`config.mk`:
```
export PLATFORM = sky130hd
export DESIGN_NAME = regfile_wb_arbiter
export DESIGN_NICKNAME = d
export VERILOG_FILES = /design/src/rtl/regfile_wb_arbiter.sv
export SDC_FILE = /design/constraint.sdc
export NUM_CORES = 1
export LEC_CHECK = 0
export ABC_AREA = 1
export BUFFER_PORTS_ARGS = -buffer_cell sky130_fd_sc_hd__clkbuf_2
export CORE_ASPECT_RATIO = 1.5
export CORE_MARGIN = 5
export CORE_UTILIZATION = 49
export CTS_CLUSTER_DIAMETER = 120
export DETAILED_ROUTE_END_ITERATION = 8
export GPL_ROUTABILITY_DRIVEN = 1
export HOLD_SLACK_MARGIN = 0.03
export PLACE_DENSITY = 0.79
export SLEW_MARGIN = 20
export SYNTH_ARGS = -nofsm -noshare
export SYNTH_HDL_FRONTEND = slang
export SYNTH_SLANG_ARGS = --single-unit
```
`constraint.sdc`:
```
create_clock -name clk -period 5.7 [get_ports clk]
set_clock_uncertainty 0.05 [all_clocks]
set_input_delay 0.57 -clock clk [delete_from_list [all_inputs] [get_ports clk]]
set_output_delay 0.57 -clock clk [all_outputs]
set_load 0.05 [all_outputs]
```
`src/rtl/regfile_wb_arbiter.sv`:
```
// rtl/regfile_wb_arbiter.sv - round-robin writeback arbiter for the register file write port
// with a pending-write scoreboard that drives reservation and read-hazard stalls.
module regfile_wb_arbiter #(
    parameter int DATA_W   = 32,
    parameter int ADDR_W   = 5,
    parameter int NUM_REGS = 32
) (
    input  logic                clk,
    input  logic                reset,
    input  logic                alu_valid,
    input  logic [ADDR_W-1:0]   alu_reg,
    input  logic [DATA_W-1:0]   alu_data,
    output logic                alu_ready,
    input  logic                mem_valid,
    input  logic [ADDR_W-1:0]   mem_reg,
    input  logic [DATA_W-1:0]   mem_data,
    output logic                mem_ready,
    input  logic                rsv_valid,
    input  logic [ADDR_W-1:0]   rsv_reg,
    output logic                rsv_stall,
    input  logic [ADDR_W-1:0]   rs_reg,
    input  logic [ADDR_W-1:0]   rt_reg,
    output logic                hazard_stall,
    output logic                wr_en,
    output logic [ADDR_W-1:0]   wr_reg,
    output logic [DATA_W-1:0]   wr_data,
    output logic [NUM_REGS-1:0] busy_vec
);

    typedef enum logic {
        SRC_ALU = 1'b0,
        SRC_MEM = 1'b1
    } src_t;

    src_t                last_grant;
    logic [NUM_REGS-1:0] busy;
    logic [NUM_REGS-1:0] busy_next;
    logic                handshake;
    logic [ADDR_W-1:0]   sel_reg;
    logic [DATA_W-1:0]   sel_data;
    logic                rsv_set;

    // On contention the requester that did not win last time gets the port.
    always_comb begin
        alu_ready = alu_valid && (!mem_valid || last_grant == SRC_MEM);
        mem_ready = mem_valid && (!alu_valid || last_grant == SRC_ALU);
    end

    assign handshake = alu_ready || mem_ready;
    assign sel_reg   = alu_ready ? alu_reg  : mem_reg;
    assign sel_data  = alu_ready ? alu_data : mem_data;

    assign rsv_stall    = rsv_valid && busy[rsv_reg];
    assign rsv_set      = rsv_valid && !rsv_stall && (rsv_reg != '0);
    assign hazard_stall = ((rs_reg != '0) && busy[rs_reg]) ||
                          ((rt_reg != '0) && busy[rt_reg]);
    assign busy_vec     = busy;

    // Clear applied before set so a same-cycle reservation of the committing register survives.
    always_comb begin
        busy_next = busy;
        if (wr_en) begin
            busy_next[wr_reg] = 1'b0;
        end
        if (rsv_set) begin
            busy_next[rsv_reg] = 1'b1;
        end
        busy_next[0] = 1'b0;
    end

    always_ff @(posedge clk or posedge reset) begin
        if (reset) begin
            wr_en      <= 1'b0;
            wr_reg     <= '0;
            wr_data    <= '0;
            last_grant <= SRC_MEM;
            busy       <= '0;
        end else begin
            wr_en <= handshake && (sel_reg != '0);
            if (handshake) begin
                wr_reg     <= sel_reg;
                wr_data    <= sel_data;
                last_grant <= alu_ready ? SRC_ALU : SRC_MEM;
            end
            busy <= busy_next;
        end
    end

endmodule
```
==> results.toml, run 1 <==
[logic_synthesis]
synth.largest_area_cell = "dfrtp_1"
yosys_warnings = 0
synth_flop_cell = "dfrtp_1"
syn-cell-area_sq_mm = 0.00428
ys_seq_area_share_pct = 41.0
syn_nets = 711
synth-seq-cells = 70
synth_cell_type_count = 29
synthArstFlopShare_pct = 100
synth_area_per_cell_sq_um = 6.94
synth_edf_count = 0
yosys-top-cells-area = "dfrtp_1 (40%), nand2_1 (17%), nand3_1 (7.8%)"
synth_top_cell_area_share_pct = 40.3
synth_cells = 617

[setup_path]
worstReg2RegStart = "busy_vec[11]"
end_kind = "output port"
reg2reg_to = "busy_vec[17]"
path_class = "in2out"
critPathBufInv = 3
crit_required_ps = 5080
slowest_delay_ps = 340
path_delay_family = "buffers and inverters"
reg2reg_setup_slack_ps = 3570
cp_data_arrival_time_ps = 2200
cp-start-kind = "input pin"
reg2regPathDepth = 11
worstPathMaxFanout = 19
worst_path_max_delay_cell = "clkbuf_2"
crit_path_frequent_cell = "nand2_1"
crit_chain = "clkbuf_2 -> inv_4 -> nor2_2 -> nand2_1 -> nand3_1 -> nand2_1 -> nand2_1 -> nor2_2 -> a21oi_1 -> clkbuf_2"

[global_routing]
grtUsageTotal_pct = 26.6
overflow = 0
grt_pass1_vias = 4955
antenna_found_initial = 0
grt_pass1_wl_um = 23100
grt_start_max_net_pins = 71

[clocking]
cts_setup_buffers = 0
cts-root-buf = "clkbuf_16"
cts_hold_buf = 0
numCtsBuffers = 9
clk-insertion-delay-late_ps = 330
cts_sinks = 70
clkTransAtPathRegs_ps = 60
cts.htree.levels = 3
clock_path_buffers = 2
ctsResizeCount = 0
cts_tree = "built"

[layout]
largest_reg_flops = 32
nets = 860
final_common_cell = "nand2_1"
stdcell_count = 878
stdcell_area_sq_mm = 0.00538
final_util_pct = 63.5
layout_common_cells = "nand2_1 (197), clkbuf_2 (166), dfrtp_1 (69), nand3_1 (67), nor2_1 (50)"
syn_to_final_growth_pct = 25.6
drive_above_1_share_pct = 27.2
diodes = 0

[timing]
hold_ws_ps = 431
finalSetupTns_ps = 0
max_freq_ghz = 0.354
fin_crit_ps = 2820
tightest_slew_ps = 879
fin_crit_sh_pct = 49.5
rsz0062_at_grt = "no"
setup_violations = 0
drv_slew = 0
max-slew-margin-rel_pct = 41.4
finalHoldViolations = 0

[hold_path]
min_to = "wr_data[1]"
holdPathStages = 2
min-delay-start = "wr_data[1]"
hp-class = "reg2reg"

[floorplanning]
core-area_sq_mm = 0.00846
start_util_pct = 50.6
die_area_sq_mm = 0.0107
die_y_um = 124
num_io_pins = 168
rows = 41
die-width_um = 86.3

[power_and_ir_drop]
p_per_area_mw_per_mm2 = 493
p_leak_nw = 2.79
vdd_drop_max_mv = 0.295

[route]
remaining_drc_errors = 0
route.vias.total = 4895
finalWirelength_um = 14000
dr.pass1.iters = 5
postRouteAntennaNets = 0
post_drt_wl_per_cell_um = 16.0
drt-initial-drc-count = 436
viasPerCell = 5.58

[flow_run]
maxCapViolCount = 0

[placement]
port_buffers = 166
place_area_sq_mm = 0.00510
gp_congestion = 0.960
place_inst = 862
hpwl_um = 10800

[status]
outcome = "complete, no violations"
[cell usage after synthesis, types with 4 or more instances]
cell type / n
nor3_2: 7
buf_2: 4
inv_1: 29
o31ai_1: 10
mux2i_1: 5
nor2_1: 50
clkbuf_1: 19
o211ai_1: 10
nand3_1: 67
o21ai_1: 28
a21oi_1: 35
nor2_2: 4
nand2_1: 197
o21ai_0: 45
buf_6: 5
nor4_1: 6
inv_2: 12
dfrtp_1: 69
[routing by layer]
metal	vias to the layer above	global-route usage, %	part of all wire, %
li1	2346	-	-
met1	2228	28.9	37
met2	270	46.9	51
met3	51	6.29	8.0
met4	0	13.6	4.2
met5	-	0	0
[worst max path at each step]
| stage | start | end | depth (start not counted) |
|---|---|---|---|
| after CTS | rsv_reg[0] | rsv_stall | 10 |
| after detailed placement | rsv_reg[0] | rsv_stall | 10 |
| after global placement | rsv_reg[0] | rsv_stall | 10 |
| after floorplan | rsv_reg[2] | rsv_stall | 7 |
| final | rsv_reg[0] | rsv_stall | 10 |
| after global routing | rsv_reg[0] | rsv_stall | 10 |
[layout make-up]
type	instances	area, sq um
fillers	781	3090
multi-input cells	474	2200
flip-flops and latches	70	1750
repair buffers	168	846
clock buffers	15	268
inverters	43	164
well taps	107	134
clock inverters	1	7.51
[tightest hold or removal path, stage by stage, from the launching register on]
cell and delay (ps):
dfrtp_1 340, nand2_1 50, o31ai_1 50
[metrics by stage]
step / setup slack [ps] / power, mW
2_1_floorplan: 2980 / 1.77
3_3_place_gp: 2940 / 2.10
3_5_place_dp: 2930 / 2.13
4_1_cts: 2910 / 2.65
5_1_grt: 2700 / 2.80
6_report: 2880 / 2.65
[kinds of logic (layout without fill, tap and decap cells)]
logic type | count (synthesis) | in the layout | synth area share (%)
buf+inv | 73 | 227 | 7.63
mux | 5 | 5 | 1.17
simple gates | 338 | 338 | 33.7
flops | 70 | 70 | 41.0
compound gates | 130 | 130 | 16.4
other cells | 1 | 1 | 0.0876
[where the power goes]
group / switching [mW] / internal [mW] / total [mW]
clock: 0.195 / 0.319 / 0.514
sequential: 0.208 / 0.657 / 0.865
combinational: 0.975 / 0.295 / 1.27
Note: power is estimated with default switching activity, not from simulation.
==> run 2, diff against run 1 <==
CORE_UTILIZATION = 45   (was 49)
PLACE_DENSITY = 0.77   (was 0.79)
clock period = 2.5 ns   (was 5.7 ns; I/O delays follow)
==> results.toml, run 2 (same netlist as run 1, synthesis figures left out) <==
[status]
outcome = "complete, no violations"

[setup_path]
slowest_delay_ps = 390
end_kind = "output port"
reg2reg_setup_slack_ps = 630
cp_data_arrival_time_ps = 1800
cp-start-kind = "flip-flop"
reg2regPathDepth = 6
reg2reg_to = "wr_data[8]"
path_class = "reg2out"
crit_required_ps = 2200
worstPathMaxFanout = 4
crit_path_frequent_cell = "nand2_1"
worst_path_max_delay_cell = "dfrtp_1"
crit_chain = "inv_1 -> a21oi_1 -> o21ai_0 -> nand2_1 -> nand2_1 -> nand2_1 -> inv_1 -> nand2_1 -> nand2_1 -> nand2_1 -> clkinv_1 -> nand2_1 -> clkbuf_2"
worstReg2RegStart = "last_grant"

[clocking]
ctsResizeCount = 0
cts_sinks = 70
clk-insertion-delay-late_ps = 330
cts.htree.levels = 3
numCtsBuffers = 9
cts-root-buf = "clkbuf_16"
cts_setup_buffers = 0
clock_path_buffers = 2
cts_tree = "built"
cts_hold_buf = 1
clkTransAtPathRegs_ps = 60

[timing]
fin_crit_ps = 2100
tightest_slew_ps = 787
drv_slew = 0
fin_ws_ps = 402
setup_violations = 0
hold_ws_ps = 127
finalSetupTns_ps = 0
max-slew-margin-rel_pct = 47.5
rsz0062_at_grt = "no"
finalHoldViolations = 0
fin_crit_sh_pct = 83.9
max_freq_ghz = 0.477

[route]
finalWirelength_um = 14300
route.vias.total = 4846
postRouteAntennaNets = 0
dr.pass1.iters = 5
viasPerCell = 5.45
remaining_drc_errors = 0
drt-initial-drc-count = 340
post_drt_wl_per_cell_um = 16.0

[floorplanning]
rows = 43
die_area_sq_mm = 0.0116
die_y_um = 129
start_util_pct = 46.3
die-width_um = 89.6
core-area_sq_mm = 0.00925
num_io_pins = 168

[layout]
regArea_sq_mm = 0.00175
multi_input_area_sq_mm = 0.00221
nets = 866
nFillCells = 893
final_common_cell = "nand2_1"
syn_to_final_growth_pct = 27.5
diodes = 0
drive_above_1_share_pct = 27.8
largest_reg_flops = 32
stdcell_count = 889
layout_common_cells = "nand2_1 (197), clkbuf_2 (166), dfrtp_1 (69), nand3_1 (67), nor2_1 (50)"

[power_and_ir_drop]
p_leak_nw = 2.83
p_int_mw = 2.95
seqPwrFrac_pct = 32.6
p_comb_share_pct = 47.5
sw_frac_of_total_pct = 51.7
p_clk_share_pct = 20.0
vdd_drop_max_mv = 0.672
p_total_mw = 6.11
p_per_area_mw_per_mm2 = 1120
p_sw_mw = 3.16

[hold_path]
hp-class = "in2reg"
min-delay-start = "alu_data[30]"
min_to = "wr_data[30]"
holdPathStages = 3

[placement]
gp_congestion = 0.952
place_inst = 872
place_ws_ps = 444
port_buffers = 166
hpwl_um = 11200

[global_routing]
grt_start_max_net_pins = 60
grt_pass1_wl_um = 22800
grt_pass1_vias = 4820
antenna_found_initial = 0
grtUsageTotal_pct = 25.3
overflow = 0

[flow_run]
maxCapViolCount = 0
==> run 2: cell type report <==
class	instances	share of cell area (%)
timing repair buffer	174	16.6
multi-input combinational	474	40.5
sequential	70	32.1
clock buffer	12	4.33
clock inverter	4	0.871
tap	112	2.57
inverter	43	3.00
==> run 2: stage by stage <==
| stage | util, % | instance area [sq um] |
|---|---|---|
| global placement | 55.8 | 5160 |
| floorplan | - | 4280 |
| CTS | 59.0 | 5460 |
| global route | 59.0 | 5460 |
| finish | 59.0 | 5460 |
| detailed placement | 55.8 | 5160 |
==> run 2: worst max-delay path by stage <==
stage	start	to
after floorplan	busy_vec[7]	rsv_stall
after global placement	rsv_reg[0]	rsv_stall
after detailed placement	rsv_reg[0]	rsv_stall
after CTS	busy_vec[21]	hazard_stall
after global routing	busy_vec[21]	hazard_stall
final	busy_vec[21]	hazard_stall
==> run 2: worst max-delay path, delay by kind of cell (launching register included) <==
family / cells / cell delay [ps]
flip-flops: 1 / 390
AO/OA/AOI/OAI: 2 / 220
AND/OR/NAND/NOR: 7 / 420
buffers and inverters: 4 / 420
==> run 2: metal layers <==
| layer | track usage (%) | up-vias | share of wire [%] |
|---|---|---|---|
| li1 | - | 2355 | - |
| met1 | 28.1 | 2240 | 37 |
| met2 | 44.7 | 214 | 53 |
| met3 | 5.22 | 37 | 7.2 |
| met4 | 12.5 | 0 | 3.6 |
| met5 | 0 | - | 0 |
==> run 2: power groups by stage <==
stage / registers [mW] / logic (mW) / clock network (mW)
CTS: 1.98 / 2.92 / 1.24
global placement: 1.98 / 2.87 / 0
global route: 2.04 / 3.13 / 1.28
floorplan: 3.10 / 0.943 / 0
finish: 1.99 / 2.90 / 1.22
detailed placement: 1.99 / 2.91 / 0
==> run 3, diff against run 2 <==
clock period = 1.8 ns   (was 2.5 ns; I/O delays follow)
==> results.toml, run 3 (same netlist as run 1, synthesis figures left out) <==
[route]
drt-initial-drc-count = 399
viasPerCell = 5.56
route.vias.total = 5085
remaining_drc_errors = 0
dr.pass1.iters = 6
finalWirelength_um = 15400
postRouteAntennaNets = 0
post_drt_wl_per_cell_um = 16.9

[setup_path]
crit_required_ps = 1570
worstReg2RegStart = "busy_vec[17]"
cp-start-kind = "flip-flop"
crit_chain = "buf_4 -> nand2_1 -> nand2_1 -> nand2_1 -> nand2_1 -> nand2_1 -> nand2_1 -> nor2_2 -> a21oi_2 -> buf_12"
end_kind = "output port"
worstPathMaxFanout = 3
cp_data_arrival_time_ps = 1620
worst_path_max_delay_cell = "dfrtp_2"
reg2reg_setup_slack_ps = -20
reg2regPathDepth = 13
critPathCapture = "rsv_stall"
crit_path_frequent_cell = "nand2_1"
path_depth = 10
critPathBufInv = 2
path_class = "reg2out"
path_delay_family = "simple AND/OR/NAND/NOR gates"
startpoint = "busy_vec[17]"
slowest_delay_ps = 410
reg2reg_to = "busy_vec[8]"

[power_and_ir_drop]
p_int_mw = 4.43
sw_frac_of_total_pct = 50.7
p_sw_mw = 4.56
p_comb_share_pct = 50.1
p_total_mw = 8.99
p_per_area_mw_per_mm2 = 1530
p_clk_share_pct = 19.0
seqPwrFrac_pct = 30.9
p_leak_nw = 2.97
vdd_drop_max_mv = 1.15

[floorplanning]
core-area_sq_mm = 0.00925
die_area_sq_mm = 0.0116
die-width_um = 89.6
rows = 43
num_io_pins = 168
start_util_pct = 46.3
die_y_um = 129

[timing]
drv_slew = 0
max_freq_ghz = 0.541
fin_ws_ps = -48.2
finalHoldViolations = 0
rsz0062_at_grt = "yes"
hold_ws_ps = 57.7
setup_violations = 3
fin_crit_ps = 1850
fin_crit_sh_pct = 103
finalSetupTns_ps = -101

[layout]
final_common_cell = "nand2_1"
diodes = 0
drive_above_1_share_pct = 35.1
syn_to_final_growth_pct = 36.9
largest_reg_flops = 32
nets = 892
stdcell_area_sq_mm = 0.00586
layout_common_cells = "nand2_1 (194), clkbuf_2 (163), nand3_1 (61), dfrtp_1 (53), nor2_1 (50)"

[clocking]
clk-insertion-delay-late_ps = 330
cts_sinks = 70
cts.htree.levels = 3
clock_path_buffers = 2
numCtsBuffers = 9
clkTransAtPathRegs_ps = 50
cts_tree = "built"
cts-root-buf = "clkbuf_16"

[placement]
place_ws_ps = 28.2
gp_congestion = 1.01
place_area_sq_mm = 0.00531
hpwl_um = 11400
port_buffers = 166

[global_routing]
grtUsageTotal_pct = 26.7
grt_start_max_net_pins = 67
grt_pass1_wl_um = 23900
overflow = 0
antenna_found_initial = 0
grt_pass1_vias = 4930

[flow_run]
maxCapViolCount = 0

[status]
violations = "setup timing"
outcome = "complete, but fails checks"

[hold_path]
hp-class = "in2reg"
## run 3: cell types whose count changed in the layout (fill, tap and decap cells not counted), sizes merged
cell / change
inv: -1
clkbuf: +3
buf: +27
clkinv: -2
bufinv: -1
## run 3: how the worst min path moves through the flow
stage | start | end | depth (start not counted)
finish | alu_data[29] | wr_data[29] | 3
global route | alu_data[27] | wr_data[27] | 3
CTS | alu_data[29] | wr_data[29] | 3
detailed placement | reset | wr_data[12] | 2
global placement | reset | wr_data[12] | 2
floorplan | reset | busy_vec[10] | 1
## run 3: final cells by class
cell class                      count  area (sq um)
Multi-Input combinational cell    474          2290
Fill cell                         806          3390
Tap cell                          112           140
Clock buffer                       16           292
Inverter                           43           171
Timing Repair Buffer              200          1190
Sequential cell                    70          1770
## run 3: per-layer routing
layer / track usage (%) / part of all wire, % / vias to the layer above
met5: 0 / 0 / -
met4: 12.1 / 3.9 / 0
met3: 5.79 / 9.9 / 57
met2: 45.6 / 50 / 317
met1: 31.3 / 36 / 2294
li1: - / - / 2417
## run 3: stage by stage
stage / utilization (%) / cells
final: 63.3 / 915
after global routing: 63.3 / 915
after CTS: 61.6 / 908
after detailed placement: 57.4 / 883
after global placement: 57.4 / 883
after floorplan: - / 617
## run 3: what timing repair did
action / 4_1_cts / 5_1_grt
gates resized for setup: 17 / 29
buffers inserted: 8 / 5
setup endpoints to repair: 3 / 71
hold endpoints to repair: 69 / 0
pin swaps: 5 / 8
hold buffers: 1 / 0
gates cloned: 0 / 2
## run 3: tightest hold or removal path, cell delays in order
cell and delay (ps):
clkbuf_2 70, nor2_1 30, o21ai_1 110
## run 3: power by group through the flow
| stage | Sequential, mW | Clock [mW] | Combinational [mW] |
|---|---|---|---|
| finish | 2.77 | 1.71 | 4.51 |
| floorplan | 4.32 | 0 | 1.31 |
| CTS | 2.74 | 1.74 | 4.35 |
| global placement | 2.77 | 0 | 4.09 |
| detailed placement | 2.77 | 0 | 4.14 |
| global route | 2.83 | 1.81 | 4.83 |
